## config.mk

```make
export PLATFORM = sky130hd
export DESIGN_NAME = cp0_intc
export DESIGN_NICKNAME = d
export VERILOG_FILES = /design/src/rtl/cp0_intc.sv
export SDC_FILE = /design/constraint.sdc
export NUM_CORES = 1
export LEC_CHECK = 0
export BUFFER_PORTS_ARGS = -buffer_cell sky130_fd_sc_hd__buf_2
export CAP_MARGIN = 10
export CORE_MARGIN = 5
export CORE_UTILIZATION = 45
export DETAILED_ROUTE_END_ITERATION = 7
export HOLD_SLACK_MARGIN = 0.12
export PLACE_DENSITY = 0.68
export SYNTH_ARGS = -nofsm -noshare
export SYNTH_HDL_FRONTEND = slang
export SYNTH_SLANG_ARGS = --single-unit
```

## constraint.sdc

```tcl
create_clock -name Clk -period 2.6 [get_ports Clk]
set_clock_uncertainty 0.2 [all_clocks]
set_input_delay 0.52 -clock Clk [delete_from_list [all_inputs] [get_ports Clk]]
set_output_delay 0.52 -clock Clk [all_outputs]
set_load 0.02 [all_outputs]
```

## src/rtl/cp0_intc.sv

```systemverilog
// rtl/cp0_intc.sv - coprocessor-0 with SR/Cause/EPC/Count/Compare/PRId, interrupt arbitration and interval timer
module cp0_intc #(
  parameter int          NUM_HWINT = 5,
  parameter int          TIMER_EN  = 1,
  parameter logic [31:0] PRID      = 32'h0000_0001
) (
  input  logic                 Clk,
  input  logic                 Reset,
  input  logic                 En,
  input  logic [4:0]           CP0Add,
  input  logic [31:0]          CP0In,
  output logic [31:0]          CP0Out,
  input  logic [31:0]          VPC,
  input  logic                 BDIn,
  input  logic [4:0]           ExcCodeIn,
  input  logic                 EXLClr,
  input  logic [NUM_HWINT-1:0] HWInt,
  output logic [31:0]          EPCOut,
  output logic                 Req
);

  // bits [4:0] are the hardware lines, bit 5 is the timer (register bits 15:10)
  localparam logic [4:0] HW_MASK = 5'((33'd1 << NUM_HWINT) - 33'd1);
  localparam logic [5:0] IM_MASK = {(TIMER_EN != 0), HW_MASK};

  logic [5:0]  sr_im;
  logic        sr_exl, sr_ie;
  logic        cause_bd;
  logic [4:0]  hw_ip;
  logic        tmr_pend;
  logic [4:0]  cause_exc;
  logic [31:0] epc, count, compare;

  logic [4:0]  hw_ext;
  logic [5:0]  ip;
  logic        int_req, exc_req, wr;
  logic        wr_count, wr_cmp, wr_sr, wr_epc;

  always_comb begin
    hw_ext = '0;
    hw_ext[NUM_HWINT-1:0] = HWInt;
  end

  assign ip      = {tmr_pend, hw_ip};
  assign int_req = sr_ie & ~sr_exl & (|(ip & sr_im));
  assign exc_req = ~sr_exl & (ExcCodeIn != 5'd0);
  assign Req     = Reset & (int_req | exc_req);

  // an mtc0 that coincides with handler entry is being flushed, so it is dropped
  assign wr       = En & ~Req;
  assign wr_count = wr & (CP0Add == 5'd9);
  assign wr_cmp   = wr & (CP0Add == 5'd11);
  assign wr_sr    = wr & (CP0Add == 5'd12);
  assign wr_epc   = wr & (CP0Add == 5'd14);

  always_ff @(posedge Clk) begin
    if (!Reset) begin
      sr_im     <= '0;
      sr_exl    <= 1'b0;
      sr_ie     <= 1'b0;
      cause_bd  <= 1'b0;
      hw_ip     <= '0;
      tmr_pend  <= 1'b0;
      cause_exc <= '0;
      epc       <= '0;
      count     <= '0;
      compare   <= 32'hFFFF_FFFF;
    end else begin
      hw_ip <= hw_ext;
      count <= wr_count ? CP0In : count + 32'd1;

      if (wr_cmp) begin
        compare  <= CP0In;
        tmr_pend <= 1'b0;
      end else if ((TIMER_EN != 0) && (count == compare)) begin
        tmr_pend <= 1'b1;
      end

      if (wr_sr) begin
        sr_im <= CP0In[15:10] & IM_MASK;
        sr_ie <= CP0In[0];
      end

      if (Req)
        sr_exl <= 1'b1;
      else if (EXLClr)
        sr_exl <= 1'b0;
      else if (wr_sr)
        sr_exl <= CP0In[1];

      if (Req) begin
        cause_bd  <= BDIn;
        cause_exc <= int_req ? 5'd0 : ExcCodeIn;
        epc       <= BDIn ? VPC - 32'd4 : VPC;
      end else if (wr_epc) begin
        epc <= {CP0In[31:2], 2'b00};
      end
    end
  end

  always_comb begin
    CP0Out = '0;
    case (CP0Add)
      5'd9:    CP0Out = count;
      5'd11:   CP0Out = compare;
      5'd12:   CP0Out = {16'd0, sr_im, 8'd0, sr_exl, sr_ie};
      5'd13:   CP0Out = {cause_bd, 15'd0, ip, 3'd0, cause_exc, 2'b00};
      5'd14:   CP0Out = epc;
      5'd15:   CP0Out = PRID;
      default: CP0Out = '0;
    endcase
  end

  assign EPCOut = epc;

endmodule

```

==> summary.txt, run 1 <==
Run status
  – Run status: finished, final reports clean

Yosys
  – Seq cells post-synth: 116
  – Synthesis Warnings: 0
  – Post-synthesis net count: 883
  – Leading area contributor after synthesis: sky130_fd_sc_hd__dfxtp_1
  – EDFF count, synth: 0
  – Share of async-settable or async-resettable flops after synthesis: 0
  – Most instantiated flip-flop cell in the synthesis netlist: sky130_fd_sc_hd__dfxtp_1
  – Avg Cell Area, Syn: 8.57 um2
  – Area share of the largest cell type after synthesis: 0.340
  – Cell types with the largest area share after synthesis: sky130_fd_sc_hd__dfxtp_1 34%, sky130_fd_sc_hd__mux2i_1 12%, sky130_fd_sc_hd__xnor2_1 9.5%, sky130_fd_sc_hd__nand2_1 4.6%, sky130_fd_sc_hd__nor2_1 4.4%
  – Synthesized area: 6830 um2
  – Register area share after synthesis: 0.340
  – Post-synthesis instance total: 797
  – Number of distinct library cells after synthesis: 51

Detailed routing
  – Routed wire per std cell: 19.0 um
  – Detail Route Antenna Nets: 0
  – First-pass detailed-route iteration total: 5
  – Count of routing violations after the opening detailed-route iteration: 521
  – Sum of routed wire length over all layers: 22000 um
  – DR vias: 6559
  – Count of unresolved DRC violations after routing: 0
  – Routed vias/inst: 5.65

Cells and area
  – Leading cell type in the layout, fill and taps excluded: sky130_fd_sc_hd__buf_2
  – Post-layout nets: 1046
  – Share of cells above drive strength 1: 0.284
  – Count of placed standard cells in the final layout, fillers left out: 1161
  – Area Overhead vs Synth: 26.9%
  – Top library cells by usage in the layout, fill and taps aside: 148 x sky130_fd_sc_hd__buf_2, 116 x sky130_fd_sc_hd__dfxtp_1, 83 x sky130_fd_sc_hd__nand2_1
  – Number of fill cells in the layout: 1377
  – Final Cell Area: 8670 um2

Critical path
  – Beginning of the worst register-to-register path: count[18]$_SDFF_PN0_
  – Reg2reg path depth: 6
  – Setup slack of the most critical reg-to-reg path: 340 ps
  – Crit path arrival time: 1810 ps
  – Required time of the worst setup path: 1880 ps
  – Reg2Reg Capture Point: count[30]$_SDFF_PN0_
  – CP Max Fanout: 2
  – Crit. Startpoint: ExcCodeIn[0]
  – Kind of launch point of the worst setup path: input pin
  – Worst Path Class, Setup: in -> out
  – Element type at the critical path end: output pin

Place
  – Placement-stage cell area: 8040 um2
  – Number of buffer cells added on primary ports: 148
  – Routability cong.: 0.945
  – Setup slack after placement: -42.3 ps
  – Final HPWL DP: 16700 um
  – Cell count after placement: 1124

Clocking
  – Sinks on the clock net: 116
  – Number of CTS-inserted buffers: 17
  – Maximum clock path buffer count: 2
  – Clock Latency Late Sink: 430 ps
  – Root Buffer Master: sky130_fd_sc_hd__clkbuf_16
  – H-tree depth: 4
  – CTS tree: yes
  – Worst-path clk slew: 50 ps

Global routing
  – Global-route wire length before repair: 34100 um
  – Antenna violations before repair: 0
  – Global-route usage over all layers: 0.244
  – Via count of the first global-routing pass: 6173
  – Maximum number of pins on one net before global-route repair: 64
  – Residual overflow from global routing: 0

Pwr
  – Leakage power of the design: 3.70 nW
  – Pwr Total: 4.94 mW
  – Combinational power share: 0.150
  – Worst ir drop on vdd: 0.471 mV
  – Switching power of the nets: 1.36 mW
  – Fraction of power spent switching nets: 0.274
  – Flop pwr share: 0.392
  – P per Cell Area: 570 nW/um2
  – Cell internal power dissipation: 3.59 mW
  – Fraction of power consumed by the clock network: 0.458

Hold path
  – Class of the tightest hold or removal check: in -> reg
  – Number of stages on the worst hold path: 3
  – Worst Hold Launch: VPC[1]
  – Worst min-delay path endpoint: EPCOut[1]$_SDFFE_PN0P_

STA
  – Worst slew margin: 0.559
  – Final setup margin: 74.9 ps
  – Ratio of final minimum period to clock period: 0.971
  – Final number of setup-violating endpoints: 0
  – Final Hold Fails: 0
  – Setup repair after global routing missed its margin: no
  – Transition time at the pin with the least slew margin: 661 ps
  – Highest clock frequency the design can meet: 0.396 GHz
  – Final worst path period need: 2530 ps
  – Number of pins with negative max-slew slack in the final report: 0

Die
  – Height of the die: 133 um
  – Die extent in x: 133 um
  – Die outline area: 17700 um2
  – Io pins: 149
  – Initial core utilization: 0.454
  – Placeable core region: 15000 um2
  – Cell row count: 45

Run
  – Max-cap viol count: 0
==> cell usage after synthesis, drive strengths merged (3+ instances only) <==
cell type    n
or3          8
a221o        8
o21ai       42
inv          9
nor3        21
a211oi      31
xnor2       74
mux2i       82
nor4        18
nand3b       3
nand4       15
a22o         3
a21oi       29
buf         11
dfxtp      116
and2         7
nor2        80
a311oi      11
and4         6
mux2        19
nand4b       3
nand3       26
xor2        13
clkbuf      50
nand2       84
==> kinds of logic (layout without fill, tap and decap cells) <==
| kind of cell | count (synthesis) | count (layout) | synth area share |
|---|---|---|---|
| AND/OR/NAND/NOR | 287 | 287 | 0.220 |
| AO/OA/AOI/OAI | 134 | 134 | 0.130 |
| flip-flops | 116 | 116 | 0.340 |
| multiplexers | 101 | 101 | 0.152 |
| XOR/XNOR | 87 | 87 | 0.112 |
| buffers and inverters | 70 | 245 | 0.0425 |
| adder cells (fa/ha/maj) | 2 | 2 | 0.00366 |
| other | 0 | 1 | 0 |
==> stage by stage <==
step	setup TNS [ps]	util	hold WS (ps)
2_1_floorplan	0	-	232
3_3_place_gp	0	0.534	263
3_5_place_dp	-67.9	0.534	272
4_1_cts	0	0.576	144
5_1_grt	0	0.576	152
6_report	0	0.577	147
==> worst max-delay path by stage <==
stage                         endpoint  slack (ps)  depth (start not counted)
2_1_floorplan               CP0Out[17]          10                          4
3_3_place_gp   EPCOut[19]$_SDFFE_PN0P_          30                          7
3_5_place_dp   EPCOut[28]$_SDFFE_PN0P_         -40                          6
4_1_cts                            Req          20                          6
5_1_grt                            Req           6                          6
6_report                           Req          70                          8
==> power groups by stage <==
stage | combinational, mW | clock, mW | sequential (mW)
2_1_floorplan | 0.347 | 0 | 2.02
3_3_place_gp | 0.720 | 0 | 1.97
3_5_place_dp | 0.727 | 0 | 1.97
4_1_cts | 0.735 | 2.27 | 1.94
5_1_grt | 0.797 | 2.35 | 1.95
6_report | 0.741 | 2.26 | 1.94
==> critical path, cell delays in order <==
cell	delay, ps
sky130_fd_sc_hd__buf_2	100
sky130_fd_sc_hd__nor4_1	410
sky130_fd_sc_hd__buf_4	190
sky130_fd_sc_hd__a21oi_1	70
sky130_fd_sc_hd__nand2b_1	170
sky130_fd_sc_hd__nand2_2	120
sky130_fd_sc_hd__inv_1	60
sky130_fd_sc_hd__buf_2	150
==> registers in the layout, summed over array words and instances, names as in the netlist <==
register   count
count         32
hw_ip          5
sr_ie          1
compare       32
cause_exc      5
sr_im          6
EPCOut        32
cause_bd       1
sr_exl         1
tmr_pend       1
==> timing repair <==
item                                    CTS  global route
endpoints found under the setup margin    1             1
gates resized for setup                   1             1
cloned                                    0             0
hold buffers                              5             0
setup buffers                             0             0
hold endpoints to repair                  5             0
==> layout make-up <==
cell class	count	area, um2	area share
multi-input combinational	611	4230	0.488
sequential	116	2320	0.268
timing repair buffer	205	1270	0.146
clock buffer	22	494	0.0570
tap	188	235	0.0271
clock inverter	9	77.6	0.00895
inverter	9	33.8	0.00390
antenna	1	2.50	0.000289
==> layer usage <==
metal | vias to the layer above | global-route usage | share of wire
met5 | - | 0 | 0
met4 | 0 | 0.0903 | 0.022
met3 | 39 | 0.0502 | 0.059
met2 | 221 | 0.384 | 0.47
met1 | 3121 | 0.332 | 0.45
li1 | 3178 | - | -
No activity file was read; power rests on OpenSTA's default activity.
==> run 2: changes to the inputs <==
--- a/config.mk
+++ b/config.mk
@@ -5,13 +5,14 @@
 export SDC_FILE = /design/constraint.sdc
 export NUM_CORES = 1
 export LEC_CHECK = 0
+export ABC_AREA = 1
 export BUFFER_PORTS_ARGS = -buffer_cell sky130_fd_sc_hd__buf_2
 export CAP_MARGIN = 10
 export CORE_MARGIN = 5
 export CORE_UTILIZATION = 45
 export DETAILED_ROUTE_END_ITERATION = 7
 export HOLD_SLACK_MARGIN = 0.12
-export PLACE_DENSITY = 0.68
+export PLACE_DENSITY = 0.67
 export SYNTH_ARGS = -nofsm -noshare
 export SYNTH_HDL_FRONTEND = slang
 export SYNTH_SLANG_ARGS = --single-unit
==> summary.txt, run 2 <==
Run status
  – Run status: finished, final reports clean

Run
  – Max-cap viol count: 0 (unchanged)

Critical path
  – Crit path arrival time: 1820 ps (about the same)
  – Kind of launch point of the worst setup path: input pin
  – Crit. Startpoint: CP0Add[3]
  – Sequence of cells on the critical path: buf_2 > nand2_1 > nor2_4 > nand2_4 > inv_1 > buf_4 > buf_4 > nand2_1 > o211ai_1 > buf_2
  – Maximum cell stage delay along the critical path: 240 ps (-170 ps)
  – Worst Path Class, Setup: in -> out
  – Buffers & Inverters on Critical Path: 5 (+1)
  – Beginning of the worst register-to-register path: sr_im[1]$_SDFFE_PN0P_
  – Dominant delay contributor by cell family on the critical path: buffers and inverters
  – Element type at the critical path end: output pin
  – Required time of the worst setup path: 1880 ps (about the same)
  – Slowest stage cell on the critical path: sky130_fd_sc_hd__buf_2
  – CP Max Fanout: 9 (+7)

Yosys
  – Synthesized area: 7450 um2 (+9.2%)
  – Leading area contributor after synthesis: sky130_fd_sc_hd__dfxtp_1
  – Number of distinct library cells after synthesis: 47 (-7.8%)
  – Post-synthesis instance total: 1172 (+47%)
  – Cell types with the largest area share after synthesis: sky130_fd_sc_hd__dfxtp_1 31%, sky130_fd_sc_hd__nand2_1 18%, sky130_fd_sc_hd__nand3_1 7.8%, sky130_fd_sc_hd__nor2_1 6.4%, sky130_fd_sc_hd__inv_1 5.9%
  – Register area share after synthesis: 0.312 (-0.0286)
  – Post-synthesis net count: 1258 (+42%)
  – EDFF count, synth: 0 (unchanged)
  – Avg Cell Area, Syn: 6.36 um2 (-26%)
  – Area share of the largest cell type after synthesis: 0.312 (-0.0286)
  – Synthesis Warnings: 0 (unchanged)
  – Ranking of synthesized cells by instance count: 359 x sky130_fd_sc_hd__nand2_1, 128 x sky130_fd_sc_hd__nor2_1, 117 x sky130_fd_sc_hd__inv_1
  – Seq cells post-synth: 116 (unchanged)
  – Share of async-settable or async-resettable flops after synthesis: 0 (unchanged)
  – Most numerous cell in the Yosys netlist: sky130_fd_sc_hd__nand2_1
  – Most instantiated flip-flop cell in the synthesis netlist: sky130_fd_sc_hd__dfxtp_1

Detailed routing
  – Routed vias/inst: 5.37 (-5.0%)
  – Sum of routed wire length over all layers: 28900 um (+31%)
  – Count of routing violations after the opening detailed-route iteration: 667 (+28%)
  – Count of unresolved DRC violations after routing: 0 (unchanged)
  – Routed wire per std cell: 18.4 um (-3.2%)
  – DR vias: 8445 (+29%)
  – Detail Route Antenna Nets: 0 (unchanged)
  – First-pass detailed-route iteration total: 5 (unchanged)

Pwr
  – P per Cell Area: 520 nW/um2 (-8.8%)
  – Flop pwr share: 0.404 (+0.012)
  – Fraction of power spent switching nets: 0.305 (+0.0309)
  – Pwr Total: 4.75 mW (-3.9%)
  – Cell internal power dissipation: 3.30 mW (-8.0%)
  – Leakage power of the design: 4.18 nW (+13%)
  – Worst ir drop on vdd: 0.383 mV (-19%)
  – Fraction of power consumed by the clock network: 0.451 (-0.007)
  – Switching power of the nets: 1.45 mW (+6.9%)
  – Combinational power share: 0.145 (-0.005)

STA
  – Setup repair after global routing missed its margin: yes
  – Final setup margin: 62.7 ps (-12.3 ps)
  – Final Hold Slack: 132 ps (-15.2 ps)
  – Final total negative setup slack: 0 ps (unchanged)
  – Highest clock frequency the design can meet: 0.394 GHz (-0.48%)
  – Number of pins with negative max-slew slack in the final report: 0 (unchanged)
  – Final worst path period need: 2540 ps (+12.3 ps)
  – Transition time at the pin with the least slew margin: 854 ps (+194 ps)
  – Final Hold Fails: 0 (unchanged)
  – Worst slew margin: 0.430 (-0.129)
  – Ratio of final minimum period to clock period: 0.976 (+0.00471)
  – Final number of setup-violating endpoints: 0 (unchanged)

Place
  – Final HPWL DP: 22200 um (+33%)
  – Cell count after placement: 1530 (+36%)
  – Setup slack after placement: -50.5 ps (-8.25 ps)
  – Routability cong.: 0.958 (+1.4%)
  – Number of buffer cells added on primary ports: 148 (unchanged)

Clocking
  – Worst-path clk slew: 60 ps (about the same)
  – Clock Latency Late Sink: 430 ps (about the same)
  – Number of CTS-inserted buffers: 17 (unchanged)
  – CTS tree: yes
  – Maximum clock path buffer count: 2 (unchanged)
  – Root Buffer Master: sky130_fd_sc_hd__clkbuf_16
  – H-tree depth: 4 (unchanged)
  – Sinks on the clock net: 116 (unchanged)

Die
  – Cell row count: 47 (+4.4%)
  – Die extent in x: 139 um (+4.2%)
  – Io pins: 149 (unchanged)
  – Die outline area: 19200 um2 (+8.5%)
  – Height of the die: 139 um (+4.2%)
  – Placeable core region: 16400 um2 (+9.1%)
  – Initial core utilization: 0.454 (about the same)

Cells and area
  – Top library cells by usage in the layout, fill and taps aside: 359 x sky130_fd_sc_hd__nand2_1, 148 x sky130_fd_sc_hd__buf_2, 127 x sky130_fd_sc_hd__nor2_1
  – Count of placed standard cells in the final layout, fillers left out: 1573 (+35%)
  – Leading cell type in the layout, fill and taps excluded: sky130_fd_sc_hd__nand2_1
  – Share of cells above drive strength 1: 0.197 (-0.0866)
  – Number of diodes: 0 (-1)
  – Post-layout nets: 1426 (+36%)
  – Area Overhead vs Synth: 22.4%

Hold path
  – Worst Hold Launch: CP0In[16]
  – Class of the tightest hold or removal check: in -> reg

Global routing
  – Antenna violations before repair: 1 (+1)
  – Global-route usage over all layers: 0.292 (+0.0483)
  – Residual overflow from global routing: 0 (unchanged)
  – Maximum number of pins on one net before global-route repair: 76 (+19%)
  – Global-route wire length before repair: 44600 um (+31%)
  – Via count of the first global-routing pass: 8041 (+30%)
==> run 2: changes by cell type in the layout (fill, tap and decap cells not counted), moves of 31 or more <==
cell / before / now
sky130_fd_sc_hd__mux2i_1: 82 / 0
sky130_fd_sc_hd__inv_1: 8 / 116
sky130_fd_sc_hd__xnor2_1: 74 / 20
sky130_fd_sc_hd__nand2_1: 83 / 359
sky130_fd_sc_hd__nor2_1: 79 / 127
sky130_fd_sc_hd__o21ai_0: 22 / 53
sky130_fd_sc_hd__nand3_1: 25 / 116
==> run 2: per-layer routing <==
layer	GRT usage	vias up	part of all wire
met1	0.379	3872	0.42
met3	0.0583	65	0.080
li1	-	4133	-
met5	0	-	0.00055
met4	0.117	2	0.037
met2	0.480	373	0.46
==> run 2: final timing paths <==
| check | end | slack, ps | depth (start not counted) |
|---|---|---|---|
| max | CP0Out[1] | 60 | 10 |
| min | compare[16]$_SDFFE_PN1P_ | 130 | 3 |
| max reg2reg | compare[8]$_SDFFE_PN1P_ | 510 | 11 |
| min reg2reg | cause_exc[0]$_SDFFE_PN0N_ | 270 | 2 |
==> run 2: stage by stage <==
step	instance area [um2]	utilization
5_1_grt	9130	0.556
6_report	9130	0.556
3_5_place_dp	8470	0.517
4_1_cts	9090	0.554
2_1_floorplan	7450	-
3_3_place_gp	8470	0.517
==> run 2: layout make-up <==
type	count	area, um2
Clock buffer	18	429
Clock inverter	14	109
Fill cell	1668	7280
Inverter	125	478
Multi-Input combinational cell	886	4370
Sequential cell	116	2320
Tap cell	220	275
Timing Repair Buffer	194	1140
==> run 2: logic make-up after synthesis <==
family          synth area share
simple gates               0.401
buf+inv                    0.103
compound gates             0.122
flops                      0.312
xor+xnor                  0.0587
fa+ha+maj                0.00336
==> run 2: timing repair <==
item,4_1_cts,5_1_grt
resized for setup,1,5
setup endpoints to repair,1,25
hold endpoints to repair,7,0
pin swaps,0,1
gates cloned,0,0
buffers inserted,0,4
hold buffers,7,0
==> run 2: tightest hold or removal path: stages <==
cell                      delay, ps
sky130_fd_sc_hd__buf_2          100
sky130_fd_sc_hd__nand2_1         50
sky130_fd_sc_hd__nand3_1         50
==> run 2: power groups by stage <==
stage                     sequential [mW]  combinational, mW  clock [mW]
after CTS                            1.92              0.674        2.14
after global placement               1.96              0.659           0
final                                1.92              0.686        2.14
after global routing                 1.92              0.743        2.22
after detailed placement             1.95              0.662           0
after floorplan                      1.98              0.334           0
